$ cat src/rtl/mem_port_arbiter.sv
// Two-requester round-robin arbiter sharing one single-port memory.
// Each requester owns a one-entry read-response slot; writes complete in the grant cycle.
module mem_port_arbiter #(
    parameter int DEPTH  = 16,
    parameter int DATA_W = 32,
    parameter int ADDR_W = $clog2(DEPTH)
) (
    input  logic              clk,
    input  logic              rst,

    input  logic              req0_vld,
    output logic              req0_rdy,
    input  logic              req0_write,
    input  logic [ADDR_W-1:0] req0_addr,
    input  logic [DATA_W-1:0] req0_wdata,
    output logic              rsp0_vld,
    input  logic              rsp0_rdy,
    output logic [DATA_W-1:0] rsp0_data,

    input  logic              req1_vld,
    output logic              req1_rdy,
    input  logic              req1_write,
    input  logic [ADDR_W-1:0] req1_addr,
    input  logic [DATA_W-1:0] req1_wdata,
    output logic              rsp1_vld,
    input  logic              rsp1_rdy,
    output logic [DATA_W-1:0] rsp1_data,

    output logic              mem_enable,
    output logic              mem_write_enable,
    output logic [ADDR_W-1:0] mem_addr,
    output logic [DATA_W-1:0] mem_wdata,
    input  logic [DATA_W-1:0] mem_rdata
);

    typedef enum logic [1:0] {
        SLOT_EMPTY,
        SLOT_INFLIGHT,
        SLOT_FULL
    } slot_state_e;

    slot_state_e       slot_q  [2];
    slot_state_e       slot_d  [2];
    logic [DATA_W-1:0] rdata_q [2];
    logic [DATA_W-1:0] rdata_d [2];
    logic              last_q;      // 1 when requester 1 holds the most recent grant
    logic              last_d;

    logic [1:0]        vld;
    logic [1:0]        wr;
    logic [1:0]        rsp_rdy;
    logic [1:0]        rsp_hs;
    logic [1:0]        elig;
    logic [1:0]        gnt;
    logic              gnt_idx;
    logic [ADDR_W-1:0] addr  [2];
    logic [DATA_W-1:0] wdata [2];

    assign vld      = {req1_vld, req0_vld};
    assign wr       = {req1_write, req0_write};
    assign rsp_rdy  = {rsp1_rdy, rsp0_rdy};
    assign addr[0]  = req0_addr;
    assign addr[1]  = req1_addr;
    assign wdata[0] = req0_wdata;
    assign wdata[1] = req1_wdata;

    // A full slot being drained this cycle frees the requester for a new read.
    always_comb begin : eligibility
        rsp_hs = '0;
        elig   = '0;
        for (int unsigned n = 0; n < 2; n++) begin
            rsp_hs[n] = (slot_q[n] == SLOT_FULL) && rsp_rdy[n];
            elig[n]   = !rst && vld[n] &&
                        (wr[n] || (slot_q[n] == SLOT_EMPTY) || rsp_hs[n]);
        end
    end

    always_comb begin : arbitration
        gnt = '0;
        if (elig == 2'b11) begin
            gnt = last_q ? 2'b01 : 2'b10;
        end else begin
            gnt = elig;
        end
        gnt_idx = gnt[1];
        last_d  = (|gnt) ? gnt_idx : last_q;
    end

    always_comb begin : mem_port
        mem_enable       = |gnt;
        mem_write_enable = 1'b0;
        mem_addr         = '0;
        mem_wdata        = '0;
        if (|gnt) begin
            mem_write_enable = wr[gnt_idx];
            mem_addr         = addr[gnt_idx];
            mem_wdata        = wdata[gnt_idx];
        end
    end

    always_comb begin : slot_next
        for (int unsigned n = 0; n < 2; n++) begin
            slot_d[n]  = slot_q[n];
            rdata_d[n] = rdata_q[n];
            case (slot_q[n])
                SLOT_EMPTY: begin
                    if (gnt[n] && !wr[n]) begin
                        slot_d[n] = SLOT_INFLIGHT;
                    end
                end
                SLOT_INFLIGHT: begin
                    slot_d[n]  = SLOT_FULL;
                    rdata_d[n] = mem_rdata;
                end
                SLOT_FULL: begin
                    if (rsp_hs[n]) begin
                        if (gnt[n] && !wr[n]) begin
                            slot_d[n] = SLOT_INFLIGHT;
                        end else begin
                            slot_d[n] = SLOT_EMPTY;
                        end
                    end
                end
                default: begin
                    slot_d[n] = SLOT_EMPTY;
                end
            endcase
        end
    end

    // Reset drops any in-flight read, so its returning data is never captured.
    always_ff @(posedge clk) begin
        if (rst) begin
            last_q <= 1'b1;
            for (int unsigned n = 0; n < 2; n++) begin
                slot_q[n]  <= SLOT_EMPTY;
                rdata_q[n] <= '0;
            end
        end else begin
            last_q <= last_d;
            for (int unsigned n = 0; n < 2; n++) begin
                slot_q[n]  <= slot_d[n];
                rdata_q[n] <= rdata_d[n];
            end
        end
    end

    assign req0_rdy  = gnt[0];
    assign req1_rdy  = gnt[1];
    assign rsp0_vld  = !rst && (slot_q[0] == SLOT_FULL);
    assign rsp1_vld  = !rst && (slot_q[1] == SLOT_FULL);
    assign rsp0_data = rst ? '0 : rdata_q[0];
    assign rsp1_data = rst ? '0 : rdata_q[1];

endmodule

$ cat config.mk
export PLATFORM = sky130hd
export DESIGN_NAME = mem_port_arbiter
export DESIGN_NICKNAME = d
export VERILOG_FILES = /design/src/rtl/mem_port_arbiter.sv
export SDC_FILE = /design/constraint.sdc
export NUM_CORES = 1
export LEC_CHECK = 0
export CORE_UTILIZATION = 45
export DETAILED_ROUTE_END_ITERATION = 8
export DONT_BUFFER_PORTS = 1
export PLACE_DENSITY = 0.71
export SLEW_MARGIN = 20
export SYNTH_ARGS = -nofsm -noshare
export SYNTH_HDL_FRONTEND = slang
export SYNTH_SLANG_ARGS = --single-unit
$ cat constraint.sdc
create_clock -name clk -period 2.6 [get_ports clk]
set_input_delay 0.52 -clock clk [delete_from_list [all_inputs] [get_ports clk]]
set_output_delay 0.52 -clock clk [all_outputs]
set_load 0.05 [all_outputs]
==> impl_metrics.tcl, run 1 <==
set metrics [dict create \
    dieArea_um2 9043 \
    ff2ff_setup_slack_ns 1.02 \
    crit_path_start "slot_q[0][3]$_SDFFE_PP0P_" \
    diodes 0 \
    hp-class "in -> reg" \
    power.share.clock 0.376 \
    irDropWorstVdd_mv 0.3810 \
    place.detailed.hpwl_mm 7.761 \
    maxClockFrequency_mhz 400.7 \
    global_route_usage_sum 0.2318 \
    design.final.nets 706 \
    core_region_area_um2 8299 \
    synthesis.nets 635 \
    ant_nets 0 \
    max_cap_viol_count 0 \
    final-setup-viol-count 0 \
    rr_worst_depth 4 \
    worst_clock_skew_ns 0.01168 \
    floorplan.die.width_um 95.10 \
    sw_frac_of_total 0.3087 \
    synthesis.instances 523 \
    globalRoute.totalOverflow 0 \
    detail_route.vias_per_cell 5.624 \
    slew_headroom 0.5388 \
    seq_area_frac_synth 0.3542 \
    synth_top_area_frac 0.3542 \
    detail_route.drc_violations 0 \
    detailroute.via_count 3959 \
    tritoncts "built" \
    multi_input_area_um2 2292 \
    place.detailed.instances 687 \
    clock_sink_count 69 \
    grt_antenna_before_repair 0 \
    route.final.wire_length_mm 11.38 \
    port-buffer-count 0 \
    worstPathArrival_ns 1.98 \
    cp_max_fo 33 \
    drt_pre_antenna_iters 4 \
    drive_above_1_share 0.3072 \
    timing_max_transition_violations_final 0 \
    dpl-instance-area_um2 4840 \
    share_comb_of_total_power 0.229 \
    crit_path_end_kind "primary output" \
    timing.critical_path.required_ns 2.08 \
    sequential_cell_area_um2 1383 \
    critical_path.reg2reg.endpoint "rdata_q[0][50]$_SDFFE_PP0N_" \
    total_switching_power_uw 870.6 \
    layoutNonFillerInstCount 704 \
    synth-main-ff-cell "dfxtp_1" \
    area.growth.synth_to_final_pct 32.02 \
    routed_len_inst_um 16.16 \
    root_buffer "clkbuf_8" \
    min_period_over_period 0.9598 \
    seq_power_share 0.395 \
    synthDominantAreaCellType "dfxtp_1" \
    post_synth_main_area_contributors "dfxtp_1 35%, nand2_1 13%, nor2b_1 11%" \
    startpoint_type "flop" \
    grt_start_max_net_pins 136 \
    initial_core_util 0.4699 \
    timing_hold_violations_final 0 \
    power_report.internal_total_mw 1.950 \
    yosys.cell_count.top_type "nand2_1" \
    synth.cell_area_um2 3900 \
    yosys_register_bits 69 \
    first_global_vias 3538 \
    standard_cell_rows 33 \
    fin_ws_ns 0.1046 \
    p_leak_nw 2.108 \
    layout.core_utilization 0.6204 \
    synth.distinct_cells 28 \
    async_flop_share 0 \
    worstSkewPairLatency_ns 0.33 \
    num_io_pins 218 \
    avgSynthCellArea_um2 7.457 \
    period_minus_slack_ns 2.495 \
    chipHeight_um 95.10 \
    cts-root-to-sink-buffers 2 \
    number_of_drc_markers_after_the_initial_detailed_route_iteration 162 \
    pre_cts_slack_ns 0.1847 \
    nFillCells 726 \
    launch_instance_of_the_worst_register_to_register_path "slot_q[0][2]$_SDFFE_PP0P_" \
    fin_total_pwr_mw 2.820 \
    run_status "finished, final reports clean" \
    grt_first_pass_wirelength_mm 16.45 \
    post-route-cell-area_um2 5149 \
    timing_worst_slew_pin_value_ns 0.6886 \
    gpl.final_weighted_congestion 0.8558 \
    synth_top_cells_by_count "132 x nand2_1, 69 x dfxtp_1, 68 x nor2b_1" \
    worstSetupEndpoint "mem_wdata[27]" \
    numCtsBuffers 9 \
    synth-warning-count 0 \
    synth-edff-count 0 \
    cts-htree-levels 3 \
    path_class "reg -> out" \
    power_per_cell_area_nw_per_um2 547.7 \
    path_clk_slew_ns 0.07 \
    grt_setup_unrepaired "no" \
]
[power groups by stage]
stage | clock, mW | sequential (mW) | combinational [mW]
finish | 1.06 | 1.11 | 0.646
global route | 1.14 | 1.12 | 0.677
CTS | 1.09 | 1.11 | 0.636
detailed placement | 0 | 1.14 | 0.628
global placement | 0 | 1.13 | 0.615
floorplan | 0 | 1.13 | 0.491
[critical path, cell delays in order, from the launching register on]
cell and delay (ns):
dfxtp_2 0.37, or3b_1 0.40, and4b_4 0.28, buf_12 0.20
o32ai_2 0.15, buf_4 0.24
[routing by layer]
metal,track usage,part of all wire
met2,0.4131,0.52
met5,0,0
met3,0.08054,0.070
met4,0.1111,0.035
met1,0.2415,0.38
[metrics by stage]
step / setup TNS (ns) / hold slack, ns
final: 0 / 0.2691
after global placement: 0 / 0.4316
after CTS: 0 / 0.2431
after detailed placement: 0 / 0.4359
after floorplan: -6.324 / 0.4318
after global routing: 0 / 0.2399
[how the worst min path moves through the flow]
stage | from | endpoint | slack, ns | depth (start not counted)
2_1_floorplan | rdata_q[0][0]$_SDFFE_PP0N_ | rdata_q[0][0]$_SDFFE_PP0N_ | 0.43 | 2
3_3_place_gp | rdata_q[0][39]$_SDFFE_PP0N_ | rdata_q[0][39]$_SDFFE_PP0N_ | 0.43 | 2
3_5_place_dp | rdata_q[0][53]$_SDFFE_PP0N_ | rdata_q[0][53]$_SDFFE_PP0N_ | 0.44 | 2
4_1_cts | rst | rdata_q[0][23]$_SDFFE_PP0N_ | 0.24 | 1
5_1_grt | rst | slot_q[0][3]$_SDFFE_PP0P_ | 0.24 | 1
6_report | rst | slot_q[0][3]$_SDFFE_PP0P_ | 0.27 | 1
[flip-flops by register name (all words and copies together), names as in the netlist]
register	flops
last_q	1
rdata_q	64
slot_q	4
[cell usage in the layout (no fill, tap or decap), drive strengths merged, types with 2 or more instances in the layout]
cell,n
and4,2
or3b,4
dfxtp,69
o32ai,36
nand2b,4
nand3,2
nor2,2
clkinv,3
buf,115
a21oi,66
or2,2
nor3b,2
nor2b,69
nand2,132
nand4,36
clkbuf,9
inv,37
bufinv,3
[cell families (layout without fill, tap and decap cells)]
kind of cell / Yosys count / after routing / share of synthesized area
buf+inv: 92 / 167 / 0.09977
flops: 69 / 69 / 0.3542
simple gates: 257 / 258 / 0.3359
compound gates: 105 / 105 / 0.2101
[cell type report]
cell class | count | share of cell area
Multi-Input combinational cell | 363 | 0.4452
Sequential cell | 69 | 0.2685
Timing Repair Buffer | 115 | 0.1869
Inverter | 36 | 0.02625
Tap cell | 105 | 0.02552
Clock buffer | 9 | 0.02406
Clock inverter | 7 | 0.02357
[what timing repair did]
item                                    4_1_cts  5_1_grt
cloned                                        0        1
endpoints found under the setup margin       33       36
gates resized for setup                       7        9
hold buffers                                  0        0
buffers inserted                              0        0
(Power assumes the default switching activity.)
==> inputs of run 2 (changes only) <==
- PLACE_DENSITY: 0.71 -> unset
==> run 2 against run 1 <==
Effect of this change:
- critical path depth is the same
- worst hold slack lost 0.018 ns
- cell area shrank 0.58%
- sequential power is essentially flat
- non-clock buffer count grew 2
- first-iteration DRC count grew 10%
- largest cell class unchanged
- largest power group unchanged
- highest routed layer unchanged
==> impl_metrics.tcl, run 2 (synthesized netlist as in run 1, its figures left out) <==
set metrics [dict create \
    run_status "finished, final reports clean" \
    standard_cell_rows 33 \
    first_global_vias 3467 \
    design.final.nets 709 \
    place.detailed.instances 689 \
    maxClockFrequency_mhz 397.6 \
    root_buffer "clkbuf_8" \
    min_period_over_period 0.9673 \
    dpl-instance-area_um2 4842 \
    holdCritStartpoint "rst" \
    core_region_area_um2 8299 \
    port-buffer-count 0 \
    share_comb_of_total_power 0.249 \
    worstHoldEndpoint "rdata_q[0][18]$_SDFFE_PP0N_" \
    seq_power_share 0.427 \
    cp_max_fo 40 \
    num_io_pins 218 \
    largest_register_ff_count 64 \
    place.detailed.hpwl_mm 7.551 \
    startpoint_type "flop" \
    area.growth.synth_to_final_pct 31.25 \
    layout_common_cells "132 x nand2_1, 97 x buf_4, 69 x dfxtp_1" \
    timing.critical_path.slowest_stage_cell "or3b_1" \
    worstPathArrival_ns 1.99 \
    final-setup-viol-count 0 \
    initial_core_util 0.4699 \
    setup_total_negative_slack_ns 0 \
    clock_sink_count 69 \
    worst_path_largest_cell_delay_ns 0.40 \
    ff2ff_setup_slack_ns 1.01 \
    route.final.wire_length_mm 11.39 \
    top_layer "met4" \
    post-route-cell-area_um2 5119 \
    detailroute.via_count 3859 \
    irDropWorstVdd_mv 0.3522 \
    detail_route.vias_per_cell 5.466 \
    cts-root-to-sink-buffers 2 \
    path_clk_slew_ns 0.08 \
    critical_path.reg2reg.endpoint "slot_q[0][0]$_SDFFE_PP0P_" \
    floorplan.die.width_um 95.10 \
    layout.core_utilization 0.6168 \
    launch_instance_of_the_worst_register_to_register_path "slot_q[0][3]$_SDFFE_PP0P_" \
    gpl.final_weighted_congestion 0.7198 \
    total_switching_power_uw 862.5 \
    p_leak_nw 2.093 \
    power_per_cell_area_nw_per_um2 510.1 \
    path_class "reg -> out" \
    layout_top_registers "rdata_q (64), slot_q (4), last_q (1)" \
    cts-htree-levels 3 \
    layoutNonFillerInstCount 706 \
    numCtsBuffers 9 \
    hp-class "in -> reg" \
    rr_worst_depth 4 \
    critical_path_buf_inv_count 2 \
    routed_len_inst_um 16.14 \
    period_minus_slack_ns 2.515 \
    grt_start_max_net_pins 136 \
    worstPathCellList "or3b_1 -> and4b_2 -> buf_12 -> o32ai_2 -> buf_4" \
    global_route_usage_sum 0.2332 \
    worst_path_dominant_cell_family "simple AND/OR/NAND/NOR gates" \
    number_of_drc_markers_after_the_initial_detailed_route_iteration 179 \
    timing_hold_violations_final 0 \
    chipHeight_um 95.10 \
    postCtsHoldBufs 0 \
    met3_length_um 899 \
    whs_path_depth 1 \
    ant_nets 0 \
    grt_antenna_before_repair 0 \
    wirelength_met1_mm 4.437 \
    diodes 0 \
    drive_above_1_share 0.3095 \
    met2_wirelength_mm 5.840 \
    tritoncts "built" \
    power_report.internal_total_mw 1.749 \
    worst_clock_skew_ns 0.01052 \
    sw_frac_of_total 0.3303 \
    power.share.clock 0.324 \
    most_flop_heavy_register "rdata_q" \
    crit_path_end_kind "primary output" \
    timing_worst_slew_pin_value_ns 0.3914 \
    drt_pre_antenna_iters 4 \
    final_common_cell "nand2_1" \
    detail_route.drc_violations 0 \
    fin_total_pwr_mw 2.611 \
    timing_max_transition_violations_final 0 \
    dieArea_um2 9043 \
    grt_first_pass_wirelength_mm 16.41 \
    slew_headroom 0.7391 \
    timing.critical_path.required_ns 2.08 \
    worstSkewPairLatency_ns 0.34 \
    globalRoute.totalOverflow 0 \
    max_cap_viol_count 0 \
]
[run 2: cell count changes in the layout (fill, tap and decap cells not counted), moves of 2 or more]
cell	delta
buf_6	+4
bufinv_16	-2
clkinv_4	-2
clkinvlp_4	+2
[run 2: worst register-to-register path, stage by stage, from the launching register on]
cell and delay (ns):
dfxtp_1 0.39, or3b_1 0.40, and4b_2 0.27, buf_12 0.19
nor4b_4 0.27
[run 2: layout make-up]
class                   instances  area, um^2
well taps                     105       131.4
clock buffers                   9       123.9
inverters                      36       135.1
multi-input cells             364        2303
fillers                       756        3181
clock inverters                 6       63.81
repair buffers                117       979.7
flip-flops and latches         69        1381
[run 2: worst max-delay path by stage]
| stage | slack (ns) | cells after the start | end | start |
|---|---|---|---|---|
| 4_1_cts | 0.002 | 4 | mem_wdata[10] | slot_q[0][1]$_SDFFE_PP0P_ |
| 6_report | 0.09 | 5 | mem_wdata[23] | slot_q[0][3]$_SDFFE_PP0P_ |
| 3_5_place_dp | 0.24 | 4 | mem_wdata[10] | rsp0_rdy |
| 3_3_place_gp | 0.28 | 4 | mem_wdata[20] | rsp0_rdy |
| 2_1_floorplan | -0.43 | 6 | mem_wdata[12] | rst |
| 5_1_grt | -0.02 | 5 | mem_wdata[4] | slot_q[0][3]$_SDFFE_PP0P_ |
[run 2: what timing repair did]
action                                  4_1_cts  5_1_grt
endpoints found under the setup margin        0       37
setup buffers                                 0        0
gates resized for setup                       0       20
[run 2: power by group through the flow]
stage | logic (mW) | clock network [mW] | registers [mW]
detailed placement | 0.628 | 0 | 1.14
global placement | 0.617 | 0 | 1.14
CTS | 0.629 | 0.865 | 1.11
floorplan | 0.491 | 0 | 1.13
finish | 0.651 | 0.846 | 1.11
global route | 0.686 | 0.912 | 1.12
[run 2: metrics by stage]
step	hold slack [ns]	worst slack, ns
2_1_floorplan	0.4318	-0.4338
3_3_place_gp	0.4307	0.2847
3_5_place_dp	0.4358	0.2440
4_1_cts	0.2249	0.001750
5_1_grt	0.2238	-0.02336
6_report	0.2506	0.08508
[run 2: metal layers]
layer	GRT usage	vias up
li1	-	1910
met1	0.2577	1781
met2	0.4185	151
met3	0.06619	17
met4	0.09091	0
met5	0	-
==> inputs of run 3 (changes only) <==
- CORE_ASPECT_RATIO: unset -> 1.75
==> run 3 against run 2 <==
Effect of this change:
- clock power up 51%
- cell count grew 0.99%
- clock-buffer cell count is 1 higher
- sequential cell count did not move
- register-to-register slack worse by 0.03 ns
- critical path depth decreased by 1
- first-iteration DRC count down 47%
- routed wire length shrank 3.2%
- largest cell class unchanged
==> impl_metrics.tcl, run 3 (synthesized netlist as in run 1, its figures left out) <==
set metrics [dict create \
    chipHeight_um 125.2 \
    run_status "finished, final reports clean" \
    standard_cell_rows 44 \
    holdWs_ns 0.2669 \
    timing_hold_violations_final 0 \
    first_global_vias 3610 \
    path_class "reg -> out" \
    place.detailed.hpwl_mm 7.968 \
    grt_antenna_before_repair 0 \
    timing_max_transition_violations_final 0 \
    global_route_usage_sum 0.2369 \
    worstPathArrival_ns 2.00 \
    routed_len_inst_um 15.47 \
    gpl.final_weighted_congestion 0.7395 \
    route.final.wire_length_mm 11.03 \
    pre_cts_slack_ns 0.2549 \
    grt_first_pass_wirelength_mm 16.87 \
    power.share.clock 0.420 \
    drt_pre_antenna_iters 4 \
    worstSkewPairLatency_ns 0.32 \
    timing.critical_path.required_ns 2.08 \
    diodes 0 \
    buffer_count_from_post_cts_setup_fixing 0 \
    layoutNonFillerInstCount 713 \
    core_region_area_um2 8368 \
    place.detailed.instances 698 \
    timing_worst_slew_pin_value_ns 0.6546 \
    root_buffer "clkbuf_16" \
    grt_start_max_net_pins 136 \
    hp-class "in -> reg" \
    total_switching_power_uw 868.6 \
    cts-htree-levels 3 \
    port-buffer-count 0 \
    initial_core_util 0.4661 \
    drive_above_1_share 0.3043 \
    path_clk_slew_ns 0.05 \
    period_minus_slack_ns 2.523 \
    grt_setup_unrepaired "yes" \
    power_per_cell_area_nw_per_um2 578.7 \
    detailroute.via_count 3828 \
    detail_route.drc_violations 0 \
    design.final.nets 706 \
    postCtsHoldBufs 0 \
    area.growth.synth_to_final_pct 34.52 \
    nFillCells 741 \
    floorplan.die.width_um 72.38 \
    layout_common_cells "132 x nand2_1, 95 x buf_4, 69 x dfxtp_1" \
    dpl-instance-area_um2 4872 \
    fin_ws_ns 0.07661 \
    postCtsResizedCells 0 \
    detail_route.vias_per_cell 5.369 \
    seq_power_share 0.367 \
    power_report.internal_total_mw 2.168 \
    clock_sink_count 69 \
    sw_frac_of_total 0.2861 \
    largest_register_ff_count 64 \
    ant_nets 0 \
    numCtsBuffers 9 \
    num_io_pins 218 \
    number_of_drc_markers_after_the_initial_detailed_route_iteration 95 \
    dieArea_um2 9058 \
    p_leak_nw 2.149 \
    worst_clock_skew_ns 0.006565 \
    final-setup-viol-count 0 \
    maxClockFrequency_mhz 396.3 \
    cp_max_fo 38 \
    globalRoute.totalOverflow 0 \
    tritoncts "built" \
    crit_path_end_kind "primary output" \
    slew_headroom 0.5636 \
    cts-root-to-sink-buffers 2 \
    max_cap_viol_count 0 \
    layout.core_utilization 0.6269 \
    post-route-cell-area_um2 5246 \
    startpoint_type "flop" \
    min_period_over_period 0.9705 \
    layout_top_registers "rdata_q (64), slot_q (4), last_q (1)" \
    most_flop_heavy_register "rdata_q" \
    final_common_cell "nand2_1" \
    share_comb_of_total_power 0.213 \
    irDropWorstVdd_mv 0.7031 \
]
run 3: changes by cell type in the layout (fill, tap and decap cells not counted), moves of 2 or more:
cell        change
and4_4          -2
buf_12          +2
buf_4           -2
clkbuf_16       +9
clkbuf_8        -8
clkinvlp_4      -2
run 3: metal layers:
layer | global-route usage | vias to the layer above | part of all wire | wire (um)
met1 | 0.2319 | 1722 | 0.35 | 3849
li1 | - | 1899 | - | -
met5 | 0 | - | 0 | 0
met4 | 0.1188 | 0 | 0.040 | 439
met3 | 0.06608 | 31 | 0.080 | 878
met2 | 0.4376 | 176 | 0.53 | 5864
run 3: power groups by stage:
stage | combinational [mW] | sequential (mW) | clock, mW
floorplan | 0.491 | 1.13 | 0
global placement | 0.623 | 1.14 | 0
detailed placement | 0.632 | 1.14 | 0
CTS | 0.634 | 1.11 | 1.30
global route | 0.680 | 1.12 | 1.35
finish | 0.645 | 1.11 | 1.28
run 3: path summary, 6_finish.rpt:
kind,from,to,slack [ns],cells after the start
hold / removal,rst,rdata_q[0][4]$_SDFFE_PP0N_,0.27,1
setup / recovery,slot_q[0][1]$_SDFFE_PP0P_,mem_wdata[15],0.08,4
setup reg to reg,slot_q[0][1]$_SDFFE_PP0P_,rdata_q[0][21]$_SDFFE_PP0N_,0.98,4
hold reg to reg,rdata_q[0][33]$_SDFFE_PP0N_,rdata_q[0][33]$_SDFFE_PP0N_,0.44,2
run 3: layout make-up:
cell class	count	area, um^2	share of cell area
clock buffers	10	239.0	0.04555
repair buffers	116	993.5	0.1894
clock inverters	5	75.07	0.01431
well taps	115	143.9	0.02743
flip-flops and latches	69	1381	0.2633
multi-input cells	362	2278	0.4343
inverters	36	135.1	0.02576
run 3: stage by stage:
step           setup TNS, ns  power (mW)
2_1_floorplan         -6.324       1.622
3_3_place_gp               0       1.758
4_1_cts                    0       3.053
6_report                   0       3.036
3_5_place_dp               0       1.769
5_1_grt             -0.05054       3.148
run 3: worst max-delay path: stages, from the launching register on:
cell,delay (ns)
dfxtp_1,0.39
or3b_1,0.38
and4_4,0.37
o32ai_2,0.28
buf_4,0.24
